<file path="config.mk">
export PLATFORM = sky130hd
export DESIGN_NAME = regfile_wport_arbiter
export DESIGN_NICKNAME = d
export VERILOG_FILES = /design/src/rtl/regfile_wport_arbiter.sv
export SDC_FILE = /design/constraint.sdc
export NUM_CORES = 1
export LEC_CHECK = 0
export BUFFER_PORTS_ARGS = -buffer_cell sky130_fd_sc_hd__buf_4
export CAP_MARGIN = 40
export CORE_MARGIN = 8
export CORE_UTILIZATION = 35
export CTS_CLUSTER_DIAMETER = 120
export DETAILED_ROUTE_END_ITERATION = 16
export HOLD_SLACK_MARGIN = 0.06
export PLACE_DENSITY_LB_ADDON = 0.08
export SYNTH_ARGS = -nofsm -noshare
export SYNTH_HDL_FRONTEND = slang
export SYNTH_SLANG_ARGS = --single-unit
</file>
<file path="constraint.sdc">
create_clock -name clk -period 2 [get_ports clk]
set_input_delay 0.1 -clock clk [delete_from_list [all_inputs] [get_ports clk]]
set_output_delay 0.1 -clock clk [all_outputs]
set_load 0.005 [all_outputs]
</file>
<file path="src/rtl/regfile_wport_arbiter.sv">
// Write-port arbiter for the 16-entry ARMv4 register file: round-robin between
// ALU and load writeback, diverts R15 writes to a PC strobe, and sweeps R0..R14 to zero on command.
module regfile_wport_arbiter #(
  parameter int DATA_WIDTH = 32,
  parameter int ADDR_WIDTH = 4,
  parameter int CLEAR_LAST = 14
) (
  input  logic                  clk,
  input  logic                  rst,
  input  logic                  req0_valid,
  input  logic [ADDR_WIDTH-1:0] req0_addr,
  input  logic [DATA_WIDTH-1:0] req0_data,
  output logic                  req0_ready,
  input  logic                  req1_valid,
  input  logic [ADDR_WIDTH-1:0] req1_addr,
  input  logic [DATA_WIDTH-1:0] req1_data,
  output logic                  req1_ready,
  input  logic                  clear_start,
  output logic                  busy,
  output logic                  we3,
  output logic [ADDR_WIDTH-1:0] a3,
  output logic [DATA_WIDTH-1:0] wd3,
  output logic                  pc_we,
  output logic [DATA_WIDTH-1:0] pc_wdata
);

  localparam logic [0:0] ST_ARB   = 1'b0;
  localparam logic [0:0] ST_CLEAR = 1'b1;

  logic [0:0]            r_state;
  logic [ADDR_WIDTH-1:0] r_cnt;
  logic                  r_last_grant;

  logic                  w_arb_open;
  logic                  w_grant0;
  logic                  w_grant1;
  logic                  w_accept;
  logic [ADDR_WIDTH-1:0] w_addr;
  logic [DATA_WIDTH-1:0] w_data;

  // A clear command closes arbitration for its own cycle, so it wins over any pending request.
  assign w_arb_open = (r_state == ST_ARB) && !clear_start;
  assign w_grant0   = w_arb_open && req0_valid && (!req1_valid || r_last_grant);
  assign w_grant1   = w_arb_open && req1_valid && (!req0_valid || !r_last_grant);
  assign w_accept   = w_grant0 || w_grant1;
  assign w_addr     = w_grant1 ? req1_addr : req0_addr;
  assign w_data     = w_grant1 ? req1_data : req0_data;

  assign req0_ready = w_grant0;
  assign req1_ready = w_grant1;
  assign busy       = (r_state == ST_CLEAR);

  // NOTE: every register here is updated with <= so all of them sample the pre-edge values together.
  always_ff @(posedge clk or posedge rst) begin
    if (rst) begin
      r_state      <= ST_ARB;
      r_cnt        <= '0;
      r_last_grant <= 1'b1;
      we3          <= 1'b0;
      a3           <= '0;
      wd3          <= '0;
      pc_we        <= 1'b0;
      pc_wdata     <= '0;
    end else begin
      we3   <= 1'b0;
      pc_we <= 1'b0;
      if (r_state == ST_CLEAR) begin
        we3   <= 1'b1;
        a3    <= r_cnt;
        wd3   <= '0;
        r_cnt <= r_cnt + 1'b1;
        if (r_cnt == ADDR_WIDTH'(CLEAR_LAST)) begin
          r_state <= ST_ARB;
        end
      end else if (clear_start) begin
        r_state <= ST_CLEAR;
        r_cnt   <= '0;
      end else if (w_accept) begin
        r_last_grant <= w_grant1;
        // The all-ones address is the PC; it never reaches the register array.
        if (w_addr == '1) begin
          pc_we    <= 1'b1;
          pc_wdata <= w_data;
        end else begin
          we3 <= 1'b1;
          a3  <= w_addr;
          wd3 <= w_data;
        end
      end
    end
  end

endmodule
</file>
Word level (Yosys, flattened, before mapping)
Index checks and enable logic that the tools add are counted.
{"block": "totals", "register_bits": 76, "wordCells": 55}
{"block": "classes", "bitwise_logic": 2, "add_sub_neg": 1, "muxes": 23, "n_eq_ne": 4, "n_reduce_logical": 17}
{"operator": "32-bit 2-to-1 mux", "count": 5}
{"operator": "4-bit 2-to-1 mux", "count": 7}
{"operator": "1-bit 2-to-1 mux", "count": 11}
{"operator": "4-bit equality test (second input constant)", "count": 2}
{"operator": "3-bit AND reduction", "count": 2}
{"operator": "1-bit logical AND", "count": 5}
{"operator": "4-bit by 1-bit adder with 4-bit output (second input constant)", "count": 1}
{"operator": "1-bit zero test", "count": 4}
{"operator": "4-bit AND reduction", "count": 1}
{"operator": "2-bit nonzero test", "count": 2}
{"operator": "1-bit logical OR", "count": 3}
{"operator": "2-bit by 1-bit inequality test with 1-bit output (second input constant)", "count": 1}
{"operator": "2-bit inequality test (second input constant)", "count": 1}
{"operator": "1-bit inverter", "count": 2}

Depth between registers and ports, before layout
Gate-level depths: netlist of run 1.
{"block": "depth", "depth_word": 10, "depth_mapped": 6}

Worst setup path before layout of run 1
Ideal clock, no wire load.
{"block": "synth_timing", "path_type": "reg2reg", "start": "register r_state (netlist: busy)", "end": "register wd3[8]", "required_time_ns": 1.875, "n_path_buf": 1, "synth_period_minus_slack_ns": 1.891, "arrival_time_ns": 1.766, "stages_incl_launch_ff": 6, "slack_ns": 0.109, "setup_ns": 0.125, "cell_sequence": "dfrtp_1 > or3b_4 > nor2_8 > buf_6 > mux2_2 > mux2_2"}
{"block": "synth_via", "elab_chain_cells": 9, "word_cells_on_any_way": 18, "cone_classes": "3 x eq/ne; 6 x mux; 1 x bitwise; 8 x reduce/logical"}
{"element": "start: declaration", "line": "30", "source": "logic [0:0] r_state;"}
{"element": "start signal: assignment", "line": "56", "source": "r_state <= ST_ARB;"}
{"element": "start signal: assignment", "line": "73", "source": "r_state <= ST_ARB;"}
{"element": "start signal: assignment", "line": "76", "source": "r_state <= ST_CLEAR;"}
{"element": "branches (longest 9 deep; another with 4-bit 2-to-1 mux)"}
{"element": "end signal: assignment", "line": "87", "source": "wd3 <= w_data;"}
{"element": "end: declaration", "line": "22", "source": "output logic [DATA_WIDTH-1:0] wd3,"}
Parallel ways; which one is timed is not known. The select of a mux whose other input is x is not followed.
A chain may end at the register's enable or synchronous reset.

Worst setup path after layout of run 1
{"block": "layout_timing", "start": "register r_state (netlist: busy)", "end": "register wd3[9]"}
The elaborated chain is that of the path after synthesis.

==> results of run 1 <==
## how the worst min path moves through the flow
stage	endpoint	cells past startpoint	start
2_1_floorplan	req0_ready	1	req1_valid
3_3_place_gp	a3[2]	2	rst
3_5_place_dp	pc_we	2	rst
4_1_cts	wd3[24]	3	req0_data[24]
5_1_grt	wd3[16]	3	req0_data[16]
6_report	pc_wdata[16]	3	req0_data[16]
## power groups by stage
stage / clock network, mW / registers [mW] / logic [mW]
after floorplan: 0 / 2.02 / 0.684
after global placement: 0 / 2.05 / 1.38
after detailed placement: 0 / 2.05 / 1.41
after CTS: 1.57 / 2.02 / 1.42
after global routing: 1.62 / 2.05 / 1.53
final: 1.52 / 2.02 / 1.39
## final cells by class
type                    instances  share of cell area
flip-flops and latches         76               0.344
multi-input cells             177               0.298
repair buffers                177               0.264
clock buffers                  13              0.0323
well taps                     140              0.0317
clock inverters                 3              0.0163
inverters                      20              0.0142
## layout by cell type, fill, tap and decap left out, types with 2 or more instances in the layout
master and instances:
ha_1 2, clkbuf_8 13, mux2_4 13, a21boi_0 3
dlygate4sd3_1 7, nand4_1 3, nand2_1 7, dfrtp_1 75
a211o_1 3, bufinv_16 3, nor2b_1 17, o311a_1 3
nand2b_1 19, buf_4 161, o21ai_0 4, a21oi_1 2
mux2_2 36, buf_12 9, inv_1 19, mux2i_1 48
## per-layer routing
| layer | wire (microns) | vias up | part of all wire |
|---|---|---|---|
| met5 | 0 | - | 0 |
| met4 | 179 | 0 | 0.018 |
| met3 | 706 | 14 | 0.069 |
| met2 | 4900 | 98 | 0.48 |
| met1 | 4390 | 1333 | 0.43 |
| li1 | - | 1337 | - |
## registers in the layout (all words and copies together) (netlist names)
signal / count
r_cnt: 4
busy: 1
we3: 1
a3: 4
pc_wdata: 32
r_last_grant: 1
wd3: 32
pc_we: 1
## through the flow
stage | power (mW) | cells | hold slack, ns
global route | 5.21 | 606 | 0.0731
detailed placement | 3.46 | 579 | 0.268
CTS | 5.02 | 602 | 0.0613
global placement | 3.43 | 579 | 0.265
finish | 4.93 | 606 | 0.0777
floorplan | 2.71 | 288 | 0.251
## kinds of logic (layout without fill, tap and decap cells)
logic type	after synthesis	in the layout
multiplexers	98	98
AND/OR/NAND/NOR	56	56
buffers and inverters	35	213
flip-flops	76	76
XOR/XNOR	1	1
AO/OA/AOI/OAI	20	20
adder cells (fa/ha/maj)	2	2
## what timing repair did
action,4_1_cts,5_1_grt
gates resized for setup,0,3
setup buffers,0,4
endpoints found under the hold margin,32,0
hold buffers,7,0
endpoints found under the setup margin,0,33
## critical path: stages, from the launching register on
cell	delay (ns)
dfrtp_1	0.42
or3b_4	0.43
nor2_8	0.17
buf_12	0.17
mux2_2	0.35
mux2_2	0.27
==> summary.md, run 1 <==
| Metric | Value |
|---|---|
| Mapped Avg Cell Area | 13.0 sq um |
| Final setup violating endpoints | 0 |
| Initial antenna violation count | 0 |
| Syn Inst Count | 288 |
| Hold crit path type | in2reg |
| GPL Wtd Cong | between 0.8 and 0.9 |
| Status | complete, no violations |
| Max Cap Viol | 0 |
| Mapped Nets | ~370 |
| Syn. warnings | 0 |
| Largest net degree at the start of global routing | 35 |
| Compound-Gate Fraction of Synth Area | 0.0413 |
| Clock slew at reported path FFs | 0.08 ns |
| Critical path capture point | wd3[9] |
| Input/output buffers | 149 |
| Cells on worst reg2reg path | 5 |
| Simple-gate share of the synthesized area | 0.0944 |
| Initial detailed-routing violation count | 103 |
| Worst R2R Start | busy |
| Final Instance Area | 5530 sq um |
| Ant diodes | 0 |
| Ratio of cells with drive above 1 in the final layout | 0.526 |
| Num rows | 38 |
| Final Hold Viols | 0 |
| RSZ-0062 raised after global routing | no |
| Largest area contributor in the netlist | dfrtp_1 |
| Worst Setup End Kind | flip-flop |
| Synth area leaders | dfrtp_1 50%, mux2i_1 13%, mux2_2 11%, mux2_4 5.2%, nand2b_1 3.2% |
| Chip height | between 100 and 150 microns |
| Post-route ant nets | 0 |
| Total track usage | 0.144 |
| Setup TNS | 0 ns |
| NetSw | 1.32 mW |
| Maximum clock path buffer count | 2 |
| Final net count | 540 |
| Sink Count | between 70 and 80 |
| Final min period | 1.92 ns |
| Data arrival time of the worst path | between 2 and 2.5 ns |
| Power share of the combinational group | 0.283 |
| Count leader, synth | dfrtp_1 |
| Async set or reset register ratio after synthesis | 1.00 |
| Via Count | 2,782 |
| Worst-case headroom to the max-slew limit | 0.521 |
| Worst Setup SP | busy |
| Drc violations | 0 |
| Fillers | around 960 |
| Drt first pass iters | 4 |
| Combinational family with the most area after synthesis | multiplexers |
| Storage element area | around 1900 sq um |
| Post-Place Cell Area | 5130 sq um |
| CP max FO | 12 |
| Htree depth | 3 |
| Busiest layer in global routing | met2 |
| Setup WS post-layout | 0.0756 ns |
| Post-synth EDFFs | 0 |
| Final wirelength | roughly 10,000 microns |
| Final Core Density | 0.520 |
| Seq pwr share | 0.409 |
| Startpoint types | flip-flop |
| First-pass GRT wire length | 16,500 microns |
| Top cells by count, synth | 75 x dfrtp_1, 49 x mux2i_1, 36 x mux2_2 |
| Synth unique cells | 36 |
| Maximum VDD drop | 0.000370 V |
| Clk root buf | clkbuf_8 |
| Die Area | 14,300 sq um |
| Critical path class | reg2reg |
| Total gr overflow | 0 |
| Clock skew | approximately 0.011 ns |
| Most used DFF post-synth | dfrtp_1 |
| R2R Setup Slk | 0.08 ns |
| Initial Util | 0.352 |
| Vias per Instance | around 4.6 |
| Post-synthesis mux area share | 0.291 |
| CTS Buf Count | 9 |
| Dpl ws | 0.0472 ns |
| Core area | 10,700 sq um |
| Synth Cell Area | 3750 sq um |
| Max Transition Viols Final | 0 |
| Clock group share of total power | 0.308 |
| CTS tree | done |
| Post-DP HPWL | roughly 7500 microns |
| Top-area cell type share of the netlist area | 0.500 |
| Pleak | roughly 2.6 nW |
| Num ports | 150 |
| Skew-Pair Late Insertion Delay | 0.34 ns |
| Met3 Use GR | 0.0442 |
| Adder-cell area share of the yosys netlist | 0.00667 |
| Multi-input gate area | 1650 sq um |
| Tcrit/Tclk final | 0.962 |
| Pwr/cell area | 890 nW/um^2 |
| Vias in the first global route | 3,222 |
| Switching share of power | 0.268 |
| Sequential fraction of the synthesis area | 0.507 |
| Worst Tran Pin Value | 0.717 ns |
| Worst flop-to-flop path endpoint | wd3[9] |
| Xor/xnor share of the synthesized area | 0.00233 |
| Die Wd | 120 microns |
| Area Growth Syn to Fin | 47.5% |
| Peak Freq | around 520 MHz |
| P_int | 3.61 mW |
| Worst Path Required | 2.22 ns |
| Grt met1 use | 0.169 |
| Met2 GRT Util | 0.240 |
| WL/cell | 16.8 microns |
| Post-synthesis register bit count | 76 |
Power figures use the tool's default switching activity.
==> run 2, diff against run 1 <==
==> constraint.sdc (replaced) <==
create_clock -name clk -period 2 [get_ports clk]
set_input_delay 0.4 -clock clk [delete_from_list [all_inputs] [get_ports clk]]
set_output_delay 0.4 -clock clk [all_outputs]
set_load 0.005 [all_outputs]
==> summary.md, run 2 (synthesized netlist as in run 1, its figures left out) <==
| Metric | Value |
|---|---|
| Chip height | 120 microns (unchanged) |
| Switching share of power | 0.282 (+0.0143) |
| Clock group share of total power | 0.266 (-0.042) |
| Total track usage | 0.139 (-0.00527) |
| Post-route ant nets | 0 (unchanged) |
| Placed insts | 585 (+1.0%) |
| Final hold slack | 0.170 ns (+0.0923 ns) |
| Critical path class | reg2reg |
| Final wirelength | 9970 microns (-2.0%) |
| Max Transition Viols Final | 0 (unchanged) |
| Data arrival time of the worst path | 2.16 ns (+0.02 ns) |
| Seq pwr share | 0.434 (+0.025) |
| Cells on worst reg2reg path | 6 (+1) |
| Post-DP HPWL | 7290 microns (-2.8%) |
| Ratio of cells with drive above 1 in the final layout | 0.532 (+0.00672) |
| Peak Freq | 516 MHz (-0.72%) |
| GPL Wtd Cong | 0.798 (-5.2%) |
| Final Instance Area | 5420 sq um (-2.1%) |
| Input/output buffers | 149 (unchanged) |
| Final cell count without fillers | 602 (-0.66%) |
| Final Hold Viols | 0 (unchanged) |
| Post-Place Cell Area | 5170 sq um (+0.88%) |
| Die Area | 14,300 sq um (unchanged) |
| Largest net degree at the start of global routing | 77 (+120%) |
| Worst Tran Pin Value | 0.497 ns (-0.220 ns) |
| Tcrit/Tclk final | 0.969 (+0.00696) |
| Core area | 10,700 sq um (unchanged) |
| Worst-case headroom to the max-slew limit | 0.668 (+0.148) |
| Worst Setup SP | busy |
| Worst Path Required | 2.22 ns (about the same) |
| Via Count | 2,760 (-0.79%) |
| Die Wd | 120 microns (unchanged) |
| Htree depth | 3 (unchanged) |
| WL/cell | 16.6 microns (-1.4%) |
| Worst Setup End Kind | flip-flop |
| CTS tree | done |
| Final min period | 1.94 ns (+0.0139 ns) |
| Hold crit path type | in2async |
| R2R Setup Slk | 0.06 ns (about the same) |
| Pleak | 2.61 nW (-1.6%) |
| Max Cap Viol | 0 (unchanged) |
| Setup WS post-layout | 0.0617 ns (-0.0139 ns) |
| CTS Buf Count | 9 (unchanged) |
| Status | complete, no violations |
| Final setup violating endpoints | 0 (unchanged) |
| Most frequent cells in the layout | 165 x buf_4, 75 x dfrtp_1, 49 x mux2i_1, 36 x mux2_2 |
| Drt first pass iters | 4 (unchanged) |
| Maximum clock path buffer count | 2 (unchanged) |
| CP max FO | 6 (-6) |
| PnR Total Power | 4.64 mW (-5.8%) |
| Initial antenna violation count | 0 (unchanged) |
| Dpl ws | -0.0495 ns (-0.0966 ns) |
| Pwr/cell area | 857 nW/um^2 (-3.8%) |
| Clk root buf | clkbuf_8 |
| Vias in the first global route | 3,193 (-0.90%) |
| Largest regs | pc_wdata (32), wd3 (32) |
| Clock slew at reported path FFs | 0.08 ns (about the same) |
| Num ports | 150 (unchanged) |
| Initial detailed-routing violation count | 81 (-21%) |
| Vias per Instance | 4.58 (-0.13%) |
| Critical path capture point | wd3[9] |
| Ant diodes | 0 (unchanged) |
| Final net count | 537 (-0.56%) |
| Setup TNS | 0 ns (unchanged) |
| Worst flop-to-flop path endpoint | wd3[9] |
| Worst R2R Start | busy |
| NetSw | 1.31 mW (-0.81%) |
| Total gr overflow | 0 (unchanged) |
| Initial Util | 0.352 (unchanged) |
| Area Growth Syn to Fin | 44.4% |
| Drc violations | 0 (unchanged) |
| Startpoint types | flip-flop |
| Num rows | 38 (unchanged) |
| Final Core Density | 0.509 (-0.0109) |
| P_int | 3.33 mW (-7.7%) |
| Sink Count | 76 (unchanged) |
| Clock skew | 0.00909 ns (-0.00198 ns) |
| RSZ-0062 raised after global routing | no |
| Maximum VDD drop | 0.000349 V (-5.6%) |
| First-pass GRT wire length | 16,100 microns (-2.6%) |
| Skew-Pair Late Insertion Delay | 0.33 ns (about the same) |
| Commonest non-fill, non-tap cell in the layout | buf_4 |
| Power share of the combinational group | 0.300 (+0.017) |
run 2: cell types whose count changed in the layout (fill, tap and decap cells not counted), sizes merged:
cell         previous run  this run
dlygate4sd3             7         0
buf                   170       174
bufinv                  3         2
clkinvlp                1         2
clkinv                  0         2
clkbuf                 13        10
run 2: worst min path at each step:
| stage | from | to | slack (ns) | depth (start not counted) |
|---|---|---|---|---|
| after floorplan | r_last_grant | r_last_grant | 0.48 | 2 |
| after global placement | pc_wdata[31] | pc_wdata[31] | 0.50 | 1 |
| after detailed placement | pc_wdata[2] | pc_wdata[2] | 0.50 | 1 |
| after CTS | rst | wd3[10] | 0.18 | 3 |
| after global routing | rst | pc_we | 0.19 | 3 |
| final | rst | pc_we | 0.17 | 3 |
run 2: metal layers:
metal  up-vias  track usage  part of all wire
li1       1329            -                 -
met1      1333        0.164              0.43
met2        90        0.228              0.48
met3         8       0.0517             0.077
met4         0       0.0476             0.011
met5         -            0                 0
run 2: power groups by stage:
stage / Clock, mW / Combinational [mW] / Sequential [mW]
detailed placement: 0 / 1.41 / 2.04
global placement: 0 / 1.39 / 2.04
floorplan: 0 / 0.684 / 2.02
CTS: 1.30 / 1.42 / 2.02
global route: 1.35 / 1.53 / 2.05
finish: 1.23 / 1.39 / 2.01
run 2: cell type report:
| class | instances | area [sq um] |
|---|---|---|
| Sequential cell | 76 | 1900 |
| Tap cell | 140 | 175 |
| Inverter | 20 | 78.8 |
| Multi-Input combinational cell | 177 | 1650 |
| Clock buffer | 10 | 128 |
| Clock inverter | 5 | 77.6 |
| Timing Repair Buffer | 174 | 1410 |
| Fill cell | 969 | 5230 |
run 2: what timing repair did:
item	4_1_cts	5_1_grt
resized for setup	1	2
hold buffers	0	0
pin swaps	1	0
setup endpoints to repair	2	4
setup buffers	3	0
run 2: critical path: stages (launching register included):
cell and delay [ns]:
dfrtp_1 0.41, or3b_4 0.43, nor2_8 0.15, buf_12 0.13, buf_12 0.11, mux2_2 0.34, mux2_2 0.26
